==> config.mk <==
export PLATFORM = sky130hd
export DESIGN_NAME = countdown_timer_ctrl
export DESIGN_NICKNAME = d
export VERILOG_FILES = /design/src/rtl/countdown_pkg.sv /design/src/rtl/countdown_timer_ctrl_bcd_seg_digit.sv /design/src/rtl/countdown_timer_ctrl.sv
export SDC_FILE = /design/constraint.sdc
export NUM_CORES = 1
export LEC_CHECK = 0
export BUFFER_PORTS_ARGS = -buffer_cell sky130_fd_sc_hd__buf_2
export CAP_MARGIN = 40
export CORE_MARGIN = 2
export CORE_UTILIZATION = 45
export CTS_CLUSTER_DIAMETER = 80
export DETAILED_ROUTE_END_ITERATION = 16
export GPL_ROUTABILITY_DRIVEN = 1
export MAX_ROUTING_LAYER = met4
export SYNTH_ARGS = -nofsm -noshare
export SYNTH_HDL_FRONTEND = slang
export SYNTH_SLANG_ARGS = --single-unit
==> constraint.sdc <==
create_clock -name clk -period 16.6 [get_ports clk]
set_input_delay 1.66 -clock clk [delete_from_list [all_inputs] [get_ports clk]]
set_output_delay 1.66 -clock clk [all_outputs]
set_load 0.05 [all_outputs]
==> src/rtl/countdown_pkg.sv <==
`default_nettype none
// ============================================================================
// Package     : countdown_pkg
// Description : Shared definitions for the countdown timer. Holds the FSM
//               state encoding, the seven-segment glyphs for 0-9 and blank,
//               and the digit-count to ceiling helper.
//               Glyph bit order is {dp,g,f,e,d,c,b,a}, active-high.
// Revision    : 1.0 - initial release
// ============================================================================
package countdown_pkg;

    typedef enum logic [1:0] {
        ST_IDLE  = 2'd0,
        ST_RUN   = 2'd1,
        ST_PAUSE = 2'd2,
        ST_DONE  = 2'd3
    } state_e;

    localparam logic [7:0] SEG_0     = 8'h3F;
    localparam logic [7:0] SEG_1     = 8'h06;
    localparam logic [7:0] SEG_2     = 8'h5B;
    localparam logic [7:0] SEG_3     = 8'h4F;
    localparam logic [7:0] SEG_4     = 8'h66;
    localparam logic [7:0] SEG_5     = 8'h6D;
    localparam logic [7:0] SEG_6     = 8'h7D;
    localparam logic [7:0] SEG_7     = 8'h07;
    localparam logic [7:0] SEG_8     = 8'h7F;
    localparam logic [7:0] SEG_9     = 8'h6F;
    localparam logic [7:0] SEG_BLANK = 8'h00;

    // Largest count a bank of 'digits' decimal tubes can show: 10^digits - 1.
    function automatic int max_count(input int digits);
        int v;
        v = 1;
        for (int i = 0; i < digits; i++) begin
            v = v * 10;
        end
        return v - 1;
    endfunction

endpackage
`default_nettype wire

==> src/rtl/countdown_timer_ctrl_bcd_seg_digit.sv <==
`default_nettype none
// ============================================================================
// Module      : bcd_seg_digit
// Description : Converts one BCD digit to a seven-segment byte. A set blank
//               flag, or a non-decimal code, yields an all-off byte.
// Ports       : digit_i [3:0] BCD digit
//               blank_i       force the tube dark
//               seg_o   [7:0] {dp,g,f,e,d,c,b,a}, active-high
// Revision    : 1.0 - initial release
// ============================================================================
module bcd_seg_digit
    import countdown_pkg::*;
(
    input  logic [3:0] digit_i,
    input  logic       blank_i,
    output logic [7:0] seg_o
);

    always_comb begin
        seg_o = SEG_BLANK;
        if (!blank_i) begin
            case (digit_i)
                4'd0:    seg_o = SEG_0;
                4'd1:    seg_o = SEG_1;
                4'd2:    seg_o = SEG_2;
                4'd3:    seg_o = SEG_3;
                4'd4:    seg_o = SEG_4;
                4'd5:    seg_o = SEG_5;
                4'd6:    seg_o = SEG_6;
                4'd7:    seg_o = SEG_7;
                4'd8:    seg_o = SEG_8;
                4'd9:    seg_o = SEG_9;
                default: seg_o = SEG_BLANK;
            endcase
        end
    end

endmodule
`default_nettype wire

==> src/rtl/countdown_timer_ctrl.sv <==
`default_nettype none
// ============================================================================
// Module      : countdown_timer_ctrl
// Description : Loadable countdown timer with run/pause, warning window,
//               timed beep after expiry and a DIGITS-tube seven-segment
//               display of the remaining count (optional leading-zero
//               blanking).
// Ports       : clk, rst_n          clock, asynchronous active-low reset
//               clear               count <= DEFAULT_T, back to IDLE
//               load, load_val      count <= min(load_val, MAXV), IDLE
//               run_pause           level: 1 run, 0 pause
//               remaining           current count (binary)
//               busy                RUN or PAUSE
//               warn                RUN and 0 < count <= WARN_T
//               expired             one-cycle pulse when count reaches 0
//               beep                beeper enable, BEEP_TICKS ticks long
//               seg_out, seg_en     registered tube segments / enables
// Revision    : 1.0 - initial release
// ============================================================================
module countdown_timer_ctrl
    import countdown_pkg::*;
#(
    parameter int TICK_DIV   = 100_000_000,
    parameter int DIGITS     = 2,
    parameter int CNT_W      = 8,
    parameter int DEFAULT_T  = 10,
    parameter int WARN_T     = 3,
    parameter int BEEP_TICKS = 2,
    parameter int BLANK_LZ   = 1
) (
    input  logic                  clk,
    input  logic                  rst_n,
    input  logic                  clear,
    input  logic                  load,
    input  logic [CNT_W-1:0]      load_val,
    input  logic                  run_pause,
    output logic [CNT_W-1:0]      remaining,
    output logic                  busy,
    output logic                  warn,
    output logic                  expired,
    output logic                  beep,
    output logic [8*DIGITS-1:0]   seg_out,
    output logic [DIGITS-1:0]     seg_en
);

    localparam int PRE_W  = (TICK_DIV < 2) ? 1 : $clog2(TICK_DIV);
    localparam int BEEP_W = (BEEP_TICKS < 1) ? 1 : $clog2(BEEP_TICKS + 1);

    localparam logic [CNT_W-1:0]  C_MAXV      = CNT_W'(max_count(DIGITS));
    localparam logic [CNT_W-1:0]  C_DEFAULT   = CNT_W'(DEFAULT_T);
    localparam logic [CNT_W-1:0]  C_WARN      = CNT_W'(WARN_T);
    localparam logic [CNT_W-1:0]  C_CNT_ZERO  = '0;
    localparam logic [CNT_W-1:0]  C_CNT_ONE   = CNT_W'(1);
    localparam logic [PRE_W-1:0]  C_PRE_LAST  = PRE_W'(TICK_DIV - 1);
    localparam logic [PRE_W-1:0]  C_PRE_ONE   = PRE_W'(1);
    localparam logic [BEEP_W-1:0] C_BEEP_LEN  = BEEP_W'(BEEP_TICKS);
    localparam logic [BEEP_W-1:0] C_BEEP_ONE  = BEEP_W'(1);
    localparam logic              C_BEEP_ON   = (BEEP_TICKS > 0);
    localparam logic              C_BLANK_LZ  = (BLANK_LZ != 0);

    state_e              state_q;
    logic [CNT_W-1:0]    count_q;
    logic [PRE_W-1:0]    presc_q;
    logic [BEEP_W-1:0]   beep_cnt_q;
    logic                beep_q;
    logic                expired_q;
    logic [8*DIGITS-1:0] seg_q;
    logic [DIGITS-1:0]   seg_en_q;

    logic [8*DIGITS-1:0] seg_d;
    logic [DIGITS-1:0]   seg_en_d;
    logic [4*DIGITS-1:0] bcd;
    logic [DIGITS-1:0]   blank;
    logic                nz_above;
    logic                presc_last;

    assign presc_last = (presc_q == C_PRE_LAST);

    // ------------------------------------------------------------------
    // FSM, counter, prescaler and beep timer. Branch order encodes the
    // same-cycle priority: clear, then load, then tick, then run_pause.
    // ------------------------------------------------------------------
    always_ff @(posedge clk or negedge rst_n) begin
        if (!rst_n) begin
            state_q    <= ST_IDLE;
            count_q    <= C_DEFAULT;
            presc_q    <= '0;
            beep_cnt_q <= '0;
            beep_q     <= 1'b0;
            expired_q  <= 1'b0;
        end else begin
            expired_q <= 1'b0;
            if (clear) begin
                state_q    <= ST_IDLE;
                count_q    <= C_DEFAULT;
                presc_q    <= '0;
                beep_cnt_q <= '0;
                beep_q     <= 1'b0;
            end else if (load) begin
                state_q    <= ST_IDLE;
                count_q    <= (load_val > C_MAXV) ? C_MAXV : load_val;
                presc_q    <= '0;
                beep_cnt_q <= '0;
                beep_q     <= 1'b0;
            end else begin
                case (state_q)
                    ST_IDLE: begin
                        if (run_pause && (count_q != C_CNT_ZERO)) begin
                            state_q <= ST_RUN;
                            presc_q <= '0;
                        end
                    end
                    ST_RUN: begin
                        if (presc_last) begin
                            // Tick outranks a pause request in the same cycle.
                            presc_q <= '0;
                            count_q <= count_q - C_CNT_ONE;
                            if (count_q == C_CNT_ONE) begin
                                state_q    <= ST_DONE;
                                expired_q  <= 1'b1;
                                beep_q     <= C_BEEP_ON;
                                beep_cnt_q <= C_BEEP_LEN;
                            end
                        end else begin
                            presc_q <= presc_q + C_PRE_ONE;
                            if (!run_pause) begin
                                state_q <= ST_PAUSE;
                            end
                        end
                    end
                    ST_PAUSE: begin
                        // Prescaler held so the tick phase survives the pause.
                        if (run_pause) begin
                            state_q <= ST_RUN;
                        end
                    end
                    ST_DONE: begin
                        // Prescaler only keeps running to time the beep.
                        if (beep_q) begin
                            if (presc_last) begin
                                presc_q    <= '0;
                                beep_cnt_q <= beep_cnt_q - C_BEEP_ONE;
                                if (beep_cnt_q == C_BEEP_ONE) begin
                                    beep_q <= 1'b0;
                                end
                            end else begin
                                presc_q <= presc_q + C_PRE_ONE;
                            end
                        end
                    end
                    default: state_q <= ST_IDLE;
                endcase
            end
        end
    end

    // ------------------------------------------------------------------
    // Binary to BCD (double-dabble). Count is clamped to MAXV, so the
    // result always fits in DIGITS nibbles.
    // ------------------------------------------------------------------
    always_comb begin
        bcd = '0;
        for (int i = CNT_W - 1; i >= 0; i--) begin
            for (int d = 0; d < DIGITS; d++) begin
                if (bcd[4*d +: 4] >= 4'd5) begin
                    bcd[4*d +: 4] = bcd[4*d +: 4] + 4'd3;
                end
            end
            bcd = {bcd[4*DIGITS-2:0], count_q[i]};
        end
    end

    // A digit is a leading zero when it and every digit above it are zero.
    // The units digit is never blanked.
    always_comb begin
        blank    = '0;
        nz_above = 1'b0;
        for (int d = DIGITS - 1; d >= 1; d--) begin
            nz_above = nz_above | (bcd[4*d +: 4] != 4'd0);
            blank[d] = C_BLANK_LZ & ~nz_above;
        end
    end

    generate
        for (genvar g = 0; g < DIGITS; g++) begin : g_digit
            bcd_seg_digit u_digit (
                .digit_i (bcd[4*g +: 4]),
                .blank_i (blank[g]),
                .seg_o   (seg_d[8*g +: 8])
            );
        end
    endgenerate

    assign seg_en_d = ~blank;

    always_ff @(posedge clk or negedge rst_n) begin
        if (!rst_n) begin
            seg_q    <= '0;
            seg_en_q <= '0;
        end else begin
            seg_q    <= seg_d;
            seg_en_q <= seg_en_d;
        end
    end

    assign remaining = count_q;
    assign busy      = (state_q == ST_RUN) || (state_q == ST_PAUSE);
    assign warn      = (state_q == ST_RUN) && (count_q != C_CNT_ZERO) &&
                       (count_q <= C_WARN);
    assign expired   = expired_q;
    assign beep      = beep_q;
    assign seg_out   = seg_q;
    assign seg_en    = seg_en_q;

endmodule
`default_nettype wire
==> results of run 1 <==
## area by class of cell
cell class,instances,area [sq um],share of cell area [%]
multi-input cells,443,2850,57.4
flip-flops and latches,57,1430,28.8
repair buffers,42,215,4.33
clock buffers,13,169,3.40
well taps,133,166,3.35
inverters,21,78.8,1.59
clock inverters,2,60.1,1.21
## worst paths after layout
check	start	slack, ns	to
setup / recovery	remaining[6]$_DFFE_PN0P_	9.72	seg_out[11]$_DFF_PN0_
hold reg to reg	presc_q[7]$_DFFE_PN0P_	0.48	presc_q[7]$_DFFE_PN0P_
hold / removal	presc_q[7]$_DFFE_PN0P_	0.48	presc_q[7]$_DFFE_PN0P_
setup reg to reg	remaining[6]$_DFFE_PN0P_	9.72	seg_out[11]$_DFF_PN0_
max in group asynchronous	rst_n	14.66	seg_out[9]$_DFF_PN0_
min in group asynchronous	rst_n	1.46	expired$_DFF_PN0_
## sequential cells by signal, summed over array words and instances, names as in the netlist
name	cells
remaining	8
presc_q	27
state_q	2
beep_cnt_q	2
seg_out	14
expired	1
beep	1
seg_en	2
## per-layer routing
metal | share of wire [%] | wire (um) | track usage [%] | up-vias
li1 | - | - | - | 2023
met1 | 46 | 4810 | 25.5 | 1971
met2 | 50 | 5240 | 33.7 | 76
met3 | 2.8 | 294 | 2.38 | 17
met4 | 1.9 | 201 | 8.20 | 0
met5 | 0 | 0 | - | -
## cells in the final DEF, fill, tap and decap left out, types with 4 or more instances in the layout
master and instances:
nor2_1 68, dfrtp_1 55, nand2_1 50, buf_2 40, o21ai_0 39, a21oi_1 33
nand3_1 26, ha_1 26, inv_1 19, nor3_1 15, clkbuf_8 12, xnor2_1 11
xor2_1 10, nor2b_1 9, nand2b_1 9, or3_1 9, and3_1 8, or2_2 7
o21a_1 7, nor4_1 7, o211ai_1 6, a31oi_1 6, o31ai_1 6, nand4_1 5
a211oi_1 5, or4_1 4, mux2_2 4, nor4b_1 4
## logic make-up (layout without fill, tap and decap cells)
| family | Yosys count | count (layout) |
|---|---|---|
| compound gates | 149 | 149 |
| xor+xnor | 22 | 22 |
| fa+ha+maj | 26 | 26 |
| buf+inv | 52 | 78 |
| flops | 57 | 57 |
| mux | 8 | 8 |
| other cells | 2 | 3 |
| simple gates | 235 | 235 |
## worst max-delay path: cells and delay by family, from the launching register on
kind / cells / cell delay [ns]
xor+xnor: 1 / 0.19
buf+inv: 2 / 0.37
compound gates: 9 / 1.94
mux: 2 / 0.37
simple gates: 6 / 1.34
fa+ha+maj: 6 / 1.93
flops: 1 / 0.64
## stage by stage
stage / instance area [sq um] / setup slack, ns / cells / utilization, % / hold WS, ns
after floorplan: 4510 / 10.53 / 552 / - / 0.445
after global placement: 4730 / 10.09 / 695 / 48.6 / 0.468
after detailed placement: 4740 / 9.78 / 696 / 48.7 / 0.477
after global routing: 4970 / 9.12 / 711 / 51.1 / 0.500
after CTS: 4970 / 9.74 / 711 / 51.1 / 0.486
final: 4970 / 9.72 / 711 / 51.1 / 0.483
## power by group
group / leakage, uW / total (uW) / internal (uW) / switching (uW)
clock network: 0.000116 / 152 / 96.1 / 56.3
registers: 0.000744 / 165 / 156 / 9.02
logic: 0.00118 / 204 / 60.7 / 144
total: 0.00204 / 522 / 313 / 209
==> flow_summary_export.csv, run 1 <==
group,metric,value,unit
run_status,status,"finished, final reports clean",
min_path,hp-class,"flop to flop",
clock_tree,insertion_delay,0.35,ns
pwr,power.total,522,uW
routing,wl_per_cell,14.8,um
yosys,synth_top_family_by_area,"simple AND/OR/NAND/NOR gates",
yosys,ys_warn_count,0,
yosys,synth_compound_area_share,23.0,%
yosys,yosysUniqueCellTypes,77,
yosys,synth_xor_area_share,4.44,%
sta,rsz0062_at_grt,"no",
die,die_width,104,um
routing,drcViolationCount,0,
clock_tree,cts_tree,"yes",
pwr,peakVddDrop,0.0738,mV
layout,syn2layout_area_growth,10.2,%
yosys,syn_area,0.00451,sq mm
global_routing,overflow,0,
sta,slew_headroom,51.5,%
clock_tree,clk_path_buf_depth,2,
die,rows,36,
sta,finClkSkew,0.0177,ns
placed_design,gp_congestion,0.903,
yosys,synth_most_common_cell,"nor2_1",
clock_tree,clkTransAtPathRegs,0.07,ns
clock_tree,cts_made_buffers,9,
worst_setup_path,crit_path_max_incr_delay,0.64,ns
clock_tree,postCtsResizedCells,0,
yosys,yosysSeqAreaShare,31.7,%
worst_setup_path,arrival,7.15,ns
yosys,synth_top_area_share,30.5,%
sta,tightest_slew,0.727,ns
sta,period_share,41.5,%
sta,hold_viol_final,0,
worst_setup_path,cp.required,16.87,ns
yosys,synth_seq_cells,57,
worst_setup_path,crit_path_frequent_cell,"ha_1",
worst_setup_path,critPathKind,"flop to flop",
routing,routed_wl,10500,um
worst_setup_path,setup.worst_path.start_class,"flop",
yosys,ys_top_cells_by_area,"dfrtp_1 31%, ha_1 7.2%, nor2_1 5.7%",
worst_setup_path,r2r_cells,26,
yosys,synth_simple_gate_area_share,26.1,%
routing,drt_iter0_markers,189,
layout,antennaDiodeCount,0,
clock_tree,post_cts_buffers,0,
layout,layout.nets,613,
global_routing,antenna_found_initial,0,
worst_setup_path,critPathMaxFanout,16,
flow_run,max_cap_viol_count,0,
routing,drt_first_pass_iters,4,
die,boundaryPins,43,
clock_tree,h-tree-depth,3,
global_routing,grt_max_degree,58,
yosys,syn_avg_cell_area,8.19,sq um
clock_tree,clock_sinks,57,
yosys,muxShareOfSynthArea,2.16,%
yosys,syn_inst,551,
layout,drive_above_1_share,15.2,%
die,chipHeight,104,um
yosys,netlist_top_cells_count,"68 x nor2_1, 55 x dfrtp_1, 50 x nand2_1, 39 x o21ai_0, 33 x a21oi_1",
routing,final_antenna_net_count,0,
clock_tree,cts_hold_buf,0,
die,die-area,0.0108,sq mm
routing,via_count,4087,
sta,slew_violations,0,
min_path,hold_depth,1,
global_routing,grt_use_total,20.4,%
placed_design,place_hpwl,7550,um
global_routing,grt_pass1_vias,3863,
yosys,synth_largest_area_cell,"dfrtp_1",
yosys,synth_edf_count,0,
yosys,ys.flop_type,"dfrtp_1",
worst_setup_path,slowest_stage,"dfrtp_1",
sta,period_minus_slack,6.88,ns
placed_design,port_buffers,40,
routing,vias_per_cell,5.75,
sta,max_freq,0.145,GHz
die,core_area,0.00973,sq mm
global_routing,grt_pass1_wl,17900,um
pwr,powerDensity,105,mW/mm^2
clock_tree,cts-root-buf,"clkbuf_8",
worst_setup_path,cp-end-kind,"flop",
die,start_util,46.4,%
pwr,p_leak,0.00204,uW
sta,fin_setup_tns,0,ns
yosys,synthAdderAreaFrac,7.21,%
sta,setup_violations,0,
layout,fillCellCount,954,
yosys,async_flop_share,100,%
Note: power is estimated with default switching activity, not from simulation.
==> run 2, diff against run 1 <==
==> constraint.sdc (replaced) <==
create_clock -name clk -period 6.7 [get_ports clk]
set_input_delay 0.67 -clock clk [delete_from_list [all_inputs] [get_ports clk]]
set_output_delay 0.67 -clock clk [all_outputs]
set_load 0.05 [all_outputs]
==> flow_summary_export.csv, run 2 (synthesis gave the netlist of run 1 again) <==
group,metric,value,unit
run_status,status,"finished, final reports clean",
die,core_area,0.00973,sq mm
sta,tightest_slew,0.721,ns
layout,final_common_cell,"nor2_1",
worst_setup_path,r2r_start,"remaining[5]$_DFFE_PN0P_",
layout,largest_reg_flops,27,
clock_tree,cts_hold_buf,0,
routing,drt_first_pass_iters,6,
die,chipHeight,104,um
clock_tree,h-tree-depth,3,
sta,hold_viol_final,0,
pwr,seqPwrFrac,33.5,%
worst_setup_path,setup.worst_path.start_class,"flop",
sta,slew_headroom,51.9,%
flow_run,max_cap_viol_count,0,
global_routing,grt_pass1_wl,18000,um
sta,fin_setup_tns,0,ns
clock_tree,cts_tree,"yes",
sta,period_minus_slack,6.13,ns
die,start_util,46.4,%
routing,wl_per_cell,14.6,um
worst_setup_path,reg2reg_slack,0.57,ns
sta,setup_violations,0,
layout,drive_above_1_share,16.3,%
clock_tree,clock_sinks,57,
layout,antennaDiodeCount,0,
sta,rsz0062_at_grt,"no",
global_routing,grt_use_total,20.5,%
pwr,p_leak,0.00203,uW
worst_setup_path,arrival,6.40,ns
clock_tree,insertion_delay,0.34,ns
layout,syn2layout_area_growth,9.74,%
worst_setup_path,r2r_end,"seg_out[11]$_DFF_PN0_",
worst_setup_path,cp.required,6.96,ns
global_routing,overflow,0,
die,boundaryPins,43,
placed_design,place_hpwl,7560,um
sta,finClkSkew,0.0121,ns
die,rows,36,
worst_setup_path,cp-end-kind,"flop",
routing,via_count,4074,
clock_tree,clk_path_buf_depth,2,
sta,max_freq,0.163,GHz
layout,fillCellCount,1003,
placed_design,port_buffers,40,
global_routing,grt_max_degree,58,
routing,routed_wl,10400,um
layout,most-common-layout-cells,"68 x nor2_1, 54 x dfrtp_1, 50 x nand2_1",
layout,regMostFlops,"presc_q",
routing,vias_per_cell,5.70,
sta,slew_violations,0,
pwr,internal_power,692,uW
pwr,peakVddDrop,0.177,mV
layout,layout.nets,616,
worst_setup_path,setup.worst_path.start,"remaining[5]$_DFFE_PN0P_",
pwr,comb_power_share,42.0,%
pwr,powerDensity,246,mW/mm^2
worst_setup_path,r2r_cells,26,
pwr,p_clk_share,24.6,%
sta,holdWs,0.460,ns
die,die_width,104,um
routing,final_antenna_net_count,0,
die,die-area,0.0108,sq mm
min_path,hp-class,"input port to async pin",
global_routing,grt_pass1_vias,3882,
pwr,swShare,43.0,%
placed_design,gp_congestion,0.924,
clock_tree,clkTransAtPathRegs,0.07,ns
sta,period_share,91.5,%
global_routing,antenna_found_initial,0,
routing,drcViolationCount,0,
worst_setup_path,critPathKind,"flop to flop",
pwr,p_switching,523,uW
clock_tree,cts_made_buffers,9,
worst_setup_path,critPathMaxFanout,14,
routing,drt_iter0_markers,202,
clock_tree,cts-root-buf,"clkbuf_8",
[run 2: metal layers]
metal / global-route usage (%) / part of all wire [%] / routed length [um] / up-vias
met1: 25.9 / 46 / 4850 / 1958
met4: 8.98 / 2.0 / 205 / 0
met3: 2.19 / 2.4 / 247 / 21
met5: - / 0 / 0 / -
met2: 33.5 / 49 / 5140 / 71
li1: - / - / - / 2024
[run 2: repair_timing]
action | 4_1_cts | 5_1_grt
setup buffers | 0 | 0
setup endpoints to repair | 0 | 2
hold endpoints to repair | 0 | 0
resized for setup | 0 | 2
[run 2: how the worst max path moves through the flow]
stage | end | slack (ns) | cells past startpoint
floorplan | seg_out[11]$_DFF_PN0_ | 0.63 | 28
global placement | seg_out[11]$_DFF_PN0_ | 0.68 | 26
detailed placement | seg_out[11]$_DFF_PN0_ | 0.40 | 26
CTS | seg_out[11]$_DFF_PN0_ | 0.39 | 26
global route | seg_out[8]$_DFF_PN0_ | 0.07 | 26
finish | seg_out[11]$_DFF_PN0_ | 0.57 | 26
[run 2: critical path, stage by stage, from the launching register on]
cell	delay [ns]
dfrtp_2	0.51
ha_1	0.32
or2_2	0.33
a21oi_2	0.24
ha_1	0.25
nand2b_1	0.16
o211a_1	0.24
o211ai_4	0.32
ha_1	0.23
inv_1	0.09
nand2_1	0.09
nand2_1	0.09
mux2i_4	0.27
ha_1	0.26
nor3_1	0.09
a21o_1	0.22
xor2_2	0.16
ha_1	0.27
a311o_1	0.30
o21a_1	0.12
nor3_1	0.12
o21bai_1	0.24
inv_1	0.17
ha_1	0.29
or2_2	0.33
mux2_2	0.27
o21ai_2	0.10
[run 2: per-stage QoR]
step / setup slack (ns) / instances / total power (uW) / util [%] / instance area (sq um)
2_1_floorplan: 0.629 / 552 / 818 / - / 4510
3_3_place_gp: 0.682 / 698 / 917 / 48.9 / 4760
3_5_place_dp: 0.405 / 699 / 923 / 49.0 / 4760
4_1_cts: 0.392 / 715 / 1220 / 50.8 / 4940
5_1_grt: 0.0664 / 715 / 1290 / 50.9 / 4950
6_report: 0.566 / 715 / 1220 / 50.9 / 4950
[run 2: final cells by class]
class | instances | area (sq um) | area share [%]
timing repair buffer | 45 | 238 | 4.80
clock buffer | 11 | 151 | 3.06
tap | 133 | 166 | 3.36
sequential | 57 | 1430 | 28.9
clock inverter | 5 | 30.0 | 0.607
multi-input combinational | 443 | 2860 | 57.7
inverter | 21 | 78.8 | 1.59
[run 2: power groups by stage]
| stage | clock network (uW) | logic (uW) | registers (uW) |
|---|---|---|---|
| 2_1_floorplan | 0 | 261 | 557 |
| 3_3_place_gp | 0 | 504 | 413 |
| 3_5_place_dp | 0 | 509 | 414 |
| 4_1_cts | 307 | 511 | 408 |
| 5_1_grt | 320 | 556 | 413 |
| 6_report | 299 | 510 | 407 |
==> run 3, diff against run 2 <==
--- a/config.mk
+++ b/config.mk
@@ -5,7 +5,7 @@
 export SDC_FILE = /design/constraint.sdc
 export NUM_CORES = 1
 export LEC_CHECK = 0
-export BUFFER_PORTS_ARGS = -buffer_cell sky130_fd_sc_hd__buf_2
+export BUFFER_PORTS_ARGS = -buffer_cell sky130_fd_sc_hd__buf_4
 export CAP_MARGIN = 40
 export CORE_MARGIN = 2
 export CORE_UTILIZATION = 45
==> flow_summary_export.csv, run 3 (synthesis gave the netlist of run 1 again) <==
group,metric,value,unit
worst_setup_path,critPathMaxFanout,14,
layout,regMostFlops,"presc_q",
die,die-area,0.0108,sq mm
routing,drcViolationCount,0,
layout,final_cells,713,
layout,largest_reg_flops,27,
sta,max_freq,0.164,GHz
sta,rsz0062_at_grt,"no",
placed_design,port_buffers,40,
die,rows,36,
placed_design,place_hpwl,7550,um
worst_setup_path,setup.worst_path.start_class,"flop",
run_status,status,"finished, final reports clean",
sta,tightest_slew,0.736,ns
sta,period_minus_slack,6.11,ns
routing,final_antenna_net_count,0,
die,boundaryPins,43,
sta,slew_headroom,50.9,%
worst_setup_path,critPathBufInv,2,
worst_setup_path,cp_top_family,"compound AO/OA/AOI/OAI gates",
worst_setup_path,reg2reg_slack,0.59,ns
pwr,p_leak,0.00208,uW
sta,setup_violations,0,
layout,layout.nets,615,
global_routing,overflow,0,
clock_tree,clk_path_buf_depth,2,
pwr,peakVddDrop,0.172,mV
global_routing,grt_pass1_wl,18000,um
sta,slew_violations,0,
die,die_width,104,um
placed_design,gp_congestion,0.897,
worst_setup_path,arrival,6.37,ns
die,chipHeight,104,um
clock_tree,insertion_delay,0.35,ns
worst_setup_path,cp.required,6.96,ns
global_routing,grt_use_total,20.5,%
worst_setup_path,crit_path_max_incr_delay,0.54,ns
worst_setup_path,r2r_start,"remaining[5]$_DFFE_PN0P_",
worst_setup_path,cp-end-kind,"flop",
layout,antennaDiodeCount,0,
clock_tree,post_cts_buffers,0,
clock_tree,cts_made_buffers,9,
clock_tree,cts_tree,"yes",
clock_tree,postCtsResizedCells,0,
layout,syn2layout_area_growth,12.9,%
worst_setup_path,crit_path_frequent_cell,"ha_1",
sta,fin_setup_tns,0,ns
pwr,powerDensity,260,mW/mm^2
sta,period_share,91.2,%
clock_tree,h-tree-depth,3,
clock_tree,clock_sinks,57,
clock_tree,cts-root-buf,"clkbuf_8",
placed_design,dp_cells,698,
global_routing,antenna_found_initial,0,
worst_setup_path,r2r_end,"seg_out[11]$_DFF_PN0_",
min_path,hp-class,"input port to async pin",
routing,vias_per_cell,5.78,
worst_setup_path,slowest_stage,"dfrtp_1",
flow_run,max_cap_viol_count,0,
sta,finClkSkew,0.0149,ns
die,core_area,0.00973,sq mm
clock_tree,clkTransAtPathRegs,0.07,ns
routing,drt_iter0_markers,173,
layout,most-common-layout-cells,"68 x nor2_1, 55 x dfrtp_1, 50 x nand2_1",
worst_setup_path,critPathKind,"flop to flop",
worst_setup_path,r2r_cells,26,
global_routing,grt_max_degree,58,
routing,via_count,4120,
global_routing,grt_pass1_vias,3879,
routing,wl_per_cell,14.8,um
layout,final_common_cell,"nor2_1",
routing,drt_first_pass_iters,4,
die,start_util,46.4,%
layout,drive_above_1_share,15.9,%
clock_tree,cts_hold_buf,0,
routing,routed_wl,10500,um
sta,hold_viol_final,0,
worst_setup_path,path_depth,26,
## run 3: cell type report
| cell class | instances | area (sq um) |
|---|---|---|
| clock inverters | 2 | 60.1 |
| flip-flops and latches | 57 | 1430 |
| clock buffers | 13 | 169 |
| well taps | 133 | 166 |
| inverters | 21 | 78.8 |
| fillers | 952 | 4640 |
| repair buffers | 44 | 330 |
| multi-input cells | 443 | 2860 |
## run 3: power breakdown
group / internal (uW) / leakage (uW) / switching, uW
clock network: 238 / 0.000116 / 139
registers: 387 / 0.000744 / 22.8
logic: 181 / 0.00122 / 358
## run 3: worst max-delay path by stage
stage	end	start	slack, ns
2_1_floorplan	seg_out[11]$_DFF_PN0_	remaining[6]$_DFFE_PN0P_	0.63
3_3_place_gp	seg_out[11]$_DFF_PN0_	remaining[5]$_DFFE_PN0P_	0.66
3_5_place_dp	seg_out[11]$_DFF_PN0_	remaining[5]$_DFFE_PN0P_	0.40
4_1_cts	seg_out[11]$_DFF_PN0_	remaining[5]$_DFFE_PN0P_	0.38
5_1_grt	seg_out[11]$_DFF_PN0_	remaining[5]$_DFFE_PN0P_	0.09
6_report	seg_out[11]$_DFF_PN0_	remaining[5]$_DFFE_PN0P_	0.59
## run 3: per-layer routing
layer / global-route usage [%] / vias to the layer above / share of wire (%)
met5: - / - / 0
met4: 9.85 / 0 / 2.5
met3: 3.20 / 26 / 2.6
met2: 32.7 / 72 / 48
met1: 25.4 / 1984 / 47
li1: - / 2038 / -
## run 3: through the flow
| step | util [%] | power, uW | hold WS (ns) | setup slack (ns) | cell area [sq um] |
|---|---|---|---|---|---|
| finish | 52.3 | 1330 | 0.386 | 0.592 | 5090 |
| global route | 52.3 | 1400 | 0.445 | 0.0921 | 5090 |
| CTS | 52.3 | 1340 | 0.407 | 0.382 | 5080 |
| detailed placement | 49.9 | 953 | 0.472 | 0.403 | 4860 |
| global placement | 49.8 | 947 | 0.465 | 0.660 | 4850 |
| floorplan | - | 818 | 0.374 | 0.629 | 4510 |
